**src/rtl/mem_arbiter_pkg.sv**
```systemverilog
// Shared definitions for the two-port memory arbiter.
// Latency: n/a (types and constants only).
// Backpressure: n/a.
package mem_arbiter_pkg;

  localparam int ADDR_W_DEF = 16;
  localparam int DATA_W_DEF = 16;

  // Arbiter FSM states: IDLE waits, BUSY drives the access, DONE returns data and re-arbitrates
  typedef enum logic [1:0] {
    IDLE = 2'd0,
    BUSY = 2'd1,
    DONE = 2'd2
  } state_t;

  // Port identifiers used for owner/last bookkeeping
  localparam logic P0 = 1'b0;
  localparam logic P1 = 1'b1;

endpackage

```
**src/rtl/mem_arbiter_if.sv**
```systemverilog
// Requester-side handshake bundle: req/we/addr/wdata in, gnt/rvalid/rdata back.
// Latency: gnt one cycle after req is sampled, rvalid one cycle after gnt (reads only).
// Backpressure: requester holds req and its payload stable until gnt.
interface mem_arbiter_if
  import mem_arbiter_pkg::*;
#(
  parameter int ADDR_W = ADDR_W_DEF,
  parameter int DATA_W = DATA_W_DEF
);
  logic              req;
  logic              we;
  logic [ADDR_W-1:0] addr;
  logic [DATA_W-1:0] wdata;
  logic              gnt;
  logic              rvalid;
  logic [DATA_W-1:0] rdata;

  modport master (output req, we, addr, wdata, input gnt, rvalid, rdata);
  modport slave  (input req, we, addr, wdata, output gnt, rvalid, rdata);
endinterface

```
**src/rtl/mem_arbiter_rr_pick2.sv**
```systemverilog
// Two-way request picker: fixed priority to port 0, or round-robin against the last winner.
// Latency: purely combinational.
// Backpressure: none; the losing request simply stays pending upstream.
module rr_pick2
  import mem_arbiter_pkg::*;
(
  input  logic req0,
  input  logic req1,
  input  logic last,
  input  logic fixed,
  output logic valid,
  output logic winner
);

  // A single request always wins; a tie goes to port 0 when fixed, else to the port that did not win last
  always_comb begin
    valid  = req0 | req1;
    winner = P0;
    if (req0 && req1) begin
      winner = fixed ? P0 : ~last;
    end else if (req1) begin
      winner = P1;
    end
  end

endmodule

```
**src/rtl/mem_arbiter.sv**
```systemverilog
// Shares one single-port synchronous memory (1-cycle read) between two requesters.
// Latency: req sampled at edge k -> gnt in cycle k+1 -> rvalid (reads) in cycle k+2.
// Backpressure: one access in flight; a pending request waits until the FSM leaves BUSY.
module mem_arbiter
  import mem_arbiter_pkg::*;
#(
  parameter int ADDR_W     = ADDR_W_DEF,
  parameter int DATA_W     = DATA_W_DEF,
  parameter bit FIXED_PRIO = 1'b0
)(
  input  logic              clk,
  input  logic              rst_n,
  mem_arbiter_if.slave      p0,
  mem_arbiter_if.slave      p1,
  output logic [ADDR_W-1:0] mem_addr,
  output logic [DATA_W-1:0] mem_wdata,
  output logic              mem_wren,
  input  logic [DATA_W-1:0] mem_q
);

  state_t state;
  state_t state_nxt;
  logic   owner;      // port that owns the access currently in BUSY/DONE
  logic   last;       // port that won the most recent arbitration
  logic   wr_q;       // owner's access is a write (suppresses rvalid in DONE)
  logic   pick_vld;
  logic   pick_win;
  logic   take;

  rr_pick2 u_pick (
    .req0   (p0.req),
    .req1   (p1.req),
    .last   (last),
    .fixed  (FIXED_PRIO),
    .valid  (pick_vld),
    .winner (pick_win)
  );

  // Requests are only sampled outside BUSY, so DONE overlaps with the next arbitration
  assign take = (state != BUSY) && pick_vld;

  // State register
  always_ff @(posedge clk or negedge rst_n) begin
    if (!rst_n) begin
      state <= IDLE;
    end else begin
      state <= state_nxt;
    end
  end

  // Next-state: BUSY lasts exactly one cycle; IDLE/DONE start a new access on any request
  always_comb begin
    state_nxt = IDLE;
    case (state)
      IDLE:    state_nxt = pick_vld ? BUSY : IDLE;
      BUSY:    state_nxt = DONE;
      DONE:    state_nxt = pick_vld ? BUSY : IDLE;
      default: state_nxt = IDLE;
    endcase
  end

  // Latch the winner's access into the registered memory interface; wren lives only for BUSY
  always_ff @(posedge clk or negedge rst_n) begin
    if (!rst_n) begin
      owner     <= P0;
      last      <= P1;
      wr_q      <= 1'b0;
      mem_addr  <= '0;
      mem_wdata <= '0;
      mem_wren  <= 1'b0;
    end else begin
      mem_wren <= 1'b0;
      if (take) begin
        owner     <= pick_win;
        last      <= pick_win;
        wr_q      <= pick_win ? p1.we : p0.we;
        mem_addr  <= pick_win ? p1.addr : p0.addr;
        mem_wdata <= pick_win ? p1.wdata : p0.wdata;
        mem_wren  <= pick_win ? p1.we : p0.we;
      end
    end
  end

  // Outputs: gnt to the owner during BUSY, rvalid to the owner of a read during DONE
  always_comb begin
    p0.gnt    = (state == BUSY) && (owner == P0);
    p1.gnt    = (state == BUSY) && (owner == P1);
    p0.rvalid = (state == DONE) && !wr_q && (owner == P0);
    p1.rvalid = (state == DONE) && !wr_q && (owner == P1);
    p0.rdata  = mem_q;
    p1.rdata  = mem_q;
  end

endmodule
```
**src/flat_wrapper.sv**
```systemverilog
// flat-port wrapper written by rule: the top's interface ports become plain ports
module mem_arbiter_flat import mem_arbiter_pkg::*;
#(
  parameter int ADDR_W     = ADDR_W_DEF,
  parameter int DATA_W     = DATA_W_DEF,
  parameter bit FIXED_PRIO = 1'b0
)
  (clk, rst_n, mem_addr, mem_wdata, mem_wren, mem_q, p0_req, p0_we, p0_addr, p0_wdata, p0_gnt, p0_rvalid, p0_rdata, p1_req, p1_we, p1_addr, p1_wdata, p1_gnt, p1_rvalid, p1_rdata);
  mem_arbiter_if #(.ADDR_W(ADDR_W), .DATA_W(DATA_W)) p0_i ();
  mem_arbiter_if #(.ADDR_W(ADDR_W), .DATA_W(DATA_W)) p1_i ();
  input  logic clk;
  input  logic rst_n;
  output logic [ADDR_W-1:0] mem_addr;
  output logic [DATA_W-1:0] mem_wdata;
  output logic mem_wren;
  input  logic [DATA_W-1:0] mem_q;
  input wire logic [$bits(p0_i.req)-1:0] p0_req;
  input wire logic [$bits(p0_i.we)-1:0] p0_we;
  input wire logic [$bits(p0_i.addr)-1:0] p0_addr;
  input wire logic [$bits(p0_i.wdata)-1:0] p0_wdata;
  output wire logic [$bits(p0_i.gnt)-1:0] p0_gnt;
  output wire logic [$bits(p0_i.rvalid)-1:0] p0_rvalid;
  output wire logic [$bits(p0_i.rdata)-1:0] p0_rdata;
  input wire logic [$bits(p1_i.req)-1:0] p1_req;
  input wire logic [$bits(p1_i.we)-1:0] p1_we;
  input wire logic [$bits(p1_i.addr)-1:0] p1_addr;
  input wire logic [$bits(p1_i.wdata)-1:0] p1_wdata;
  output wire logic [$bits(p1_i.gnt)-1:0] p1_gnt;
  output wire logic [$bits(p1_i.rvalid)-1:0] p1_rvalid;
  output wire logic [$bits(p1_i.rdata)-1:0] p1_rdata;
  assign p0_i.req = p0_req;
  assign p0_i.we = p0_we;
  assign p0_i.addr = p0_addr;
  assign p0_i.wdata = p0_wdata;
  assign p0_gnt = p0_i.gnt;
  assign p0_rvalid = p0_i.rvalid;
  assign p0_rdata = p0_i.rdata;
  assign p1_i.req = p1_req;
  assign p1_i.we = p1_we;
  assign p1_i.addr = p1_addr;
  assign p1_i.wdata = p1_wdata;
  assign p1_gnt = p1_i.gnt;
  assign p1_rvalid = p1_i.rvalid;
  assign p1_rdata = p1_i.rdata;
  mem_arbiter #(.ADDR_W(ADDR_W), .DATA_W(DATA_W), .FIXED_PRIO(FIXED_PRIO)) u_core (.clk(clk), .rst_n(rst_n), .p0(p0_i), .p1(p1_i), .mem_addr(mem_addr), .mem_wdata(mem_wdata), .mem_wren(mem_wren), .mem_q(mem_q));
endmodule
```
**config.mk**
```make
export PLATFORM = sky130hd
export DESIGN_NAME = mem_arbiter_flat
export DESIGN_NICKNAME = d
export VERILOG_FILES = /design/src/rtl/mem_arbiter_pkg.sv /design/src/rtl/mem_arbiter_if.sv /design/src/rtl/mem_arbiter_rr_pick2.sv /design/src/rtl/mem_arbiter.sv /design/src/flat_wrapper.sv
export SDC_FILE = /design/constraint.sdc
export NUM_CORES = 1
export LEC_CHECK = 0
export CAP_MARGIN = 20
export CORE_MARGIN = 2
export CORE_UTILIZATION = 37
export DETAILED_ROUTE_END_ITERATION = 16
export PLACE_DENSITY = 0.92
export SLEW_MARGIN = 15
export SYNTH_ARGS = -nofsm -noshare
export SYNTH_HDL_FRONTEND = slang
export SYNTH_SLANG_ARGS = --single-unit
export TNS_END_PERCENT = 5
```
**constraint.sdc**
```tcl
create_clock -name clk -period 3.1 [get_ports clk]
set_clock_uncertainty 0.05 [all_clocks]
set_input_delay 0.465 -clock clk [delete_from_list [all_inputs] [get_ports clk]]
set_output_delay 0.465 -clock clk [all_outputs]
set_load 0.05 [all_outputs]
```
==> results.ini, run 1 <==
[route]
drtPass1Iterations = 4
vias = 1862
drc = 0
wire_per_inst_um = 14.6
viasPerCell = 4.95
antenna_left = 0
wirelength_mm = 5.50
drt_iter0_markers = 59

[floorplanning]
boundaryPins = 155
die_x_um = 78.3
die_h_um = 78.3
start_util_pct = 37.8
core_um2 = 5410
die-area_um2 = 6130
num_rows = 27

[clock_network]
cts_max_path_buffers = 2
hold_buffers = 0
post-cts-setup-buffer-count = 0
cts_buffers = 5
clock_sinks = 38
cts_tree = yes
clock-root-buffer = clkbuf_8
cts_resized = 0
worst_skew_pair.late_latency_ns = 0.28
cts_max_level = 2
clk_pin_slew_ns = 0.07

[timing]
finalSetupViolations = 0
relSlewSlack_pct = 44.5
fmax_mhz = 409
hold_viol = 0
timing.final.max_slew_violations = 0
fin_setup_tns_ns = 0
finalCritPeriodShare_pct = 78.8
grt_setup_unrepaired = false
worst_pin_slew_ns = 0.832
layout_min_cycle_time_ns = 2.44

[logic_synthesis]
syn_area_um2 = 2040
ys_warn_count = 0
synth_area_leaders = dfrtp_1 (45%), buf_4 (12%), nand2_1 (12%)
synth.avg_cell_area_um2 = 8.65
yosys.area.top_type_share_pct = 45.4
ys_seq_elements = 38
seq_area_frac_synth_pct = 46.7
synth_cell_type_count = 21
synth_nets = 322
synth_cells = 236
synth_top_area_cell = dfrtp_1

[placement]
gp_congestion = 0.773
io_buffers = 106
place_area_um2 = 2870
dp_hpwl_mm = 3.97

[power_and_ir_drop]
p_seq_share_pct = 34.5
comb_power_share_pct = 48.8
powerDensity_nw_per_um2 = 678
swShare_pct = 42.6
vdd_drop_max_v = 0.000262
internal_power_mw = 1.15
clkPwrFrac_pct = 16.7
leakagePower_nw = 1.21
power.switching_mw = 0.856

[global_routing]
grt_overflow = 0
grt_pass1_vias = 1902
track_usage_pct = 18.3
grt_first_pass_wirelength_mm = 8.79
antenna_found_initial = 0
grt_max_degree = 39

[critical_path]
reg2reg_depth = 3
r2r_slack_ns = 1.24
crit_arrival_ns = 1.93
slowest_delay_ns = 0.87
worstSetupPathType = reg2out
slowest_stage = clkdlybuf4s50_1
crit_required_ns = 2.58
end_kind = primary output
crit_fanout = 4
cp_num_buf_inv = 1
crit_path_start_kind = flip-flop
crit_chain = nor4b_1 > clkdlybuf4s50_1
rr_startpoint = u_core.state[0]
timing.rr.end = u_core.mem_wdata[10]
critical_path.top_delay_family = buffers and inverters

[final_layout]
stdcell_area_um2 = 2960
drive_above_1_share_pct = 6.58
num-fill-cells = 523
layout.nets = 389
antenna_cells = 0
area_delta_synth_final_pct = 45.0

[job]
cap_viol_max_count = 0

[min_path]
min_path_type = in2async

[run_status]
status = finished, final reports clean

==> power groups by stage <==
stage | registers, mW | clock network [mW] | logic, mW
finish | 0.693 | 0.336 | 0.979
global route | 0.706 | 0.373 | 1.04
CTS | 0.692 | 0.352 | 0.989
floorplan | 1.06 | 0 | 0.362
detailed placement | 0.699 | 0 | 0.987
global placement | 0.696 | 0 | 0.970
==> registers in the layout, indices dropped and copies added (netlist names) <==
| register | count |
|---|---|
| u_core.mem_addr | 16 |
| u_core.mem_wdata | 16 |
| u_core.state | 2 |
| u_core.mem_wren | 1 |
| u_core.wr_q | 1 |
| u_core.last | 1 |
| u_core.owner | 1 |
==> synthesized netlist by cell type <==
cell type and count:
a21bo_2 1, a21boi_1 1, a21oi_1 35, a31oi_1 31
a31oi_2 2, and2_4 1, buf_2 4, buf_4 32
buf_6 5, clkbuf_1 10, dfrtp_1 37, dfstp_2 1
inv_1 2, mux2i_1 1, nand2_1 64, nand2b_1 1
nor2_1 2, nor2b_1 2, nor4b_1 2, o22ai_1 1
or2_1 1
==> cells in the final DEF (no fill, tap or decap), drive strengths merged <==
master / n
dfstp: 1
clkdlybuf4s50: 103
nand2b: 1
nand2: 64
nor2: 2
mux2i: 1
nor4b: 2
and2: 1
clkbuf: 8
a21bo: 1
a21oi: 35
nor2b: 2
inv: 2
a21boi: 1
buf: 8
dfrtp: 37
a31oi: 33
or2: 1
o22ai: 1
==> worst max path at each step <==
stage | startpoint | endpoint | slack [ns] | cells after the start
6_report | u_core.state[0] | p1_rvalid | 0.66 | 2
5_1_grt | u_core.state[0] | p1_rvalid | 0.63 | 2
4_1_cts | u_core.state[0] | p1_rvalid | 0.63 | 2
3_5_place_dp | p0_req | u_core.mem_wdata[10] | 0.95 | 5
3_3_place_gp | u_core.state[0] | p0_rvalid | 0.97 | 2
2_1_floorplan | u_core.state[0] | p0_rvalid | 0.52 | 1
==> layout make-up <==
type,count,area [µm²],share of cell area (%)
sequential,38,952,32.2
multi-input combinational,145,731,24.7
inverter,2,7.51,0.254
clock buffer,8,90.1,3.04
timing repair buffer,111,1090,36.8
tap,72,90.1,3.04
==> logic make-up after synthesis <==
kind of cell / Yosys count / synth area share [%]
multiplexers: 1 / 0.491
buffers and inverters: 53 / 17.7
AO/OA/AOI/OAI: 71 / 20.5
AND/OR/NAND/NOR: 73 / 14.7
flip-flops: 38 / 46.7
==> stage by stage <==
stage	hold WS [ns]	std cells	power, mW	utilization [%]	worst slack [ns]
floorplan	0.119	236	1.42	-	0.519
global placement	0.422	368	1.67	53.1	0.974
CTS	0.254	376	2.03	54.7	0.634
global route	0.294	376	2.11	54.7	0.630
detailed placement	0.437	368	1.69	53.1	0.953
finish	0.235	376	2.01	54.7	0.658
==> routing by layer <==
metal	vias to the layer above	global-route usage (%)	share of wire, %
met2	85	32.0	50
li1	907	-	-
met1	853	20.2	38
met4	0	9.82	3.2
met5	-	0	0
met3	17	4.83	7.9
No activity file was read; power rests on OpenSTA's default activity.
==> run 2, diff against run 1 <==
- CORE_UTILIZATION: 37 -> 31
- PLACE_DENSITY: 0.92 -> 0.83
- clock period: 3.1 -> 2.2 ns (I/O delays scaled with it)
==> results.ini, run 2 (synthesis gave the netlist of run 1 again) <==
[run_status]
status = finished, final reports clean

[floorplanning]
num_rows = 29
core_um2 = 6350
start_util_pct = 32.1
die_x_um = 85.1
die_h_um = 85.1
boundaryPins = 155
die-area_um2 = 7250

[critical_path]
cp_num_buf_inv = 1
r2r_slack_ns = 0.41
rr_startpoint = u_core.state[0]
reg2reg_depth = 4
crit_arrival_ns = 1.47
timing.rr.end = u_core.mem_addr[6]
crit_path_start_kind = flip-flop
slowest_stage = clkdlybuf4s50_1
crit_required_ns = 1.82
critical_path.top_delay_family = buffers and inverters
startpoint = u_core.mem_addr[10]
slowest_delay_ns = 0.83
worstSetupPathType = reg2out
crit_fanout = 2
crit_chain = clkdlybuf4s50_1
end_kind = primary output

[placement]
io_buffers = 106
dp_hpwl_mm = 4.09
gp_congestion = 0.765

[power_and_ir_drop]
powerDensity_nw_per_um2 = 954
leakagePower_nw = 1.23
vdd_drop_max_v = 0.000447
clkPwrFrac_pct = 17.2
power.switching_mw = 1.23
internal_power_mw = 1.64
p_seq_share_pct = 33.8
swShare_pct = 42.9
power_mw = 2.87
comb_power_share_pct = 49.0

[final_layout]
area_delta_synth_final_pct = 47.6
reg.largest.list = u_core.mem_addr: 16 flops, u_core.mem_wdata: 16 flops, u_core.state: 2 flops
layout.nets = 392
mostFrequentLayoutCells = clkdlybuf4s50_1 (101), nand2_1 (64), dfrtp_1 (37), a21oi_1 (35), a31oi_1 (31)
antenna_cells = 0
final_common_cell = clkdlybuf4s50_1
drive_above_1_share_pct = 8.79

[global_routing]
met3_usage_pct = 3.60
grt_pass1_vias = 1878
grt_max_degree = 39
grt_overflow = 0
track_usage_pct = 15.0
antenna_found_initial = 0
grt_first_pass_wirelength_mm = 8.78
busiest_layer = met2
met2_usage_pct = 26.8
use_met1_pct = 17.2

[min_path]
min_path_type = in2async

[clock_network]
cts_max_path_buffers = 2
clock-root-buffer = clkbuf_8
clock_sinks = 38
cts_tree = yes
cts_resized = 0
hold_buffers = 0
worst_skew_pair.late_latency_ns = 0.28
cts_buffers = 5
post-cts-setup-buffer-count = 0
cts_max_level = 2
clk_pin_slew_ns = 0.07

[job]
cap_viol_max_count = 0

[timing]
relSlewSlack_pct = 42.3
finalSetupViolations = 0
fin_setup_tns_ns = 0
hold_viol = 0
timing.final.max_slew_violations = 0
grt_setup_unrepaired = false
whs_ns = 0.106
layout_min_cycle_time_ns = 1.85
fmax_mhz = 541
worst_pin_slew_ns = 0.865
finalCritPeriodShare_pct = 83.9

[route]
drt_iter0_markers = 48
antenna_left = 0
wire_per_inst_um = 14.5
viasPerCell = 4.97
wirelength_mm = 5.57
drc = 0
drtPass1Iterations = 4
vias = 1907

-- run 2: worst max path at each step --
| stage | endpoint | slack [ns] | depth (start not counted) |
|---|---|---|---|
| final | mem_addr[10] | 0.35 | 1 |
| after CTS | mem_wdata[11] | 0.33 | 1 |
| after floorplan | p0_rvalid | -0.25 | 1 |
| after global routing | u_core.mem_wdata[11] | 0.26 | 4 |
| after detailed placement | u_core.mem_addr[6] | 0.41 | 4 |
| after global placement | u_core.mem_wdata[11] | 0.48 | 4 |
-- run 2: final cells by class --
class / instances / area, µm²
clock buffers: 6 / 82.6
clock inverters: 2 / 12.5
fillers: 623 / 3340
inverters: 2 / 7.51
multi-input cells: 145 / 731
flip-flops and latches: 38 / 952
well taps: 77 / 96.3
repair buffers: 114 / 1130
-- run 2: power groups by stage --
stage | Sequential, mW | Clock (mW) | Combinational, mW
after floorplan | 1.50 | 0 | 0.510
after global placement | 0.979 | 0 | 1.39
after detailed placement | 0.984 | 0 | 1.41
after CTS | 0.973 | 0.519 | 1.42
after global routing | 0.994 | 0.548 | 1.48
final | 0.972 | 0.494 | 1.41
-- run 2: through the flow --
step | cell area [µm²] | std cells | util, % | setup slack, ns
after floorplan | 2040 | 236 | - | -0.246
after global placement | 2920 | 376 | 46.0 | 0.481
after detailed placement | 2920 | 376 | 46.0 | 0.414
after CTS | 3010 | 384 | 47.4 | 0.331
after global routing | 3010 | 384 | 47.4 | 0.263
final | 3010 | 384 | 47.4 | 0.353
-- run 2: routing by layer --
layer,part of all wire (%),up-vias
met5,0,-
met2,49,98
met4,1.5,0
li1,-,907
met1,41,887
met3,8.7,15
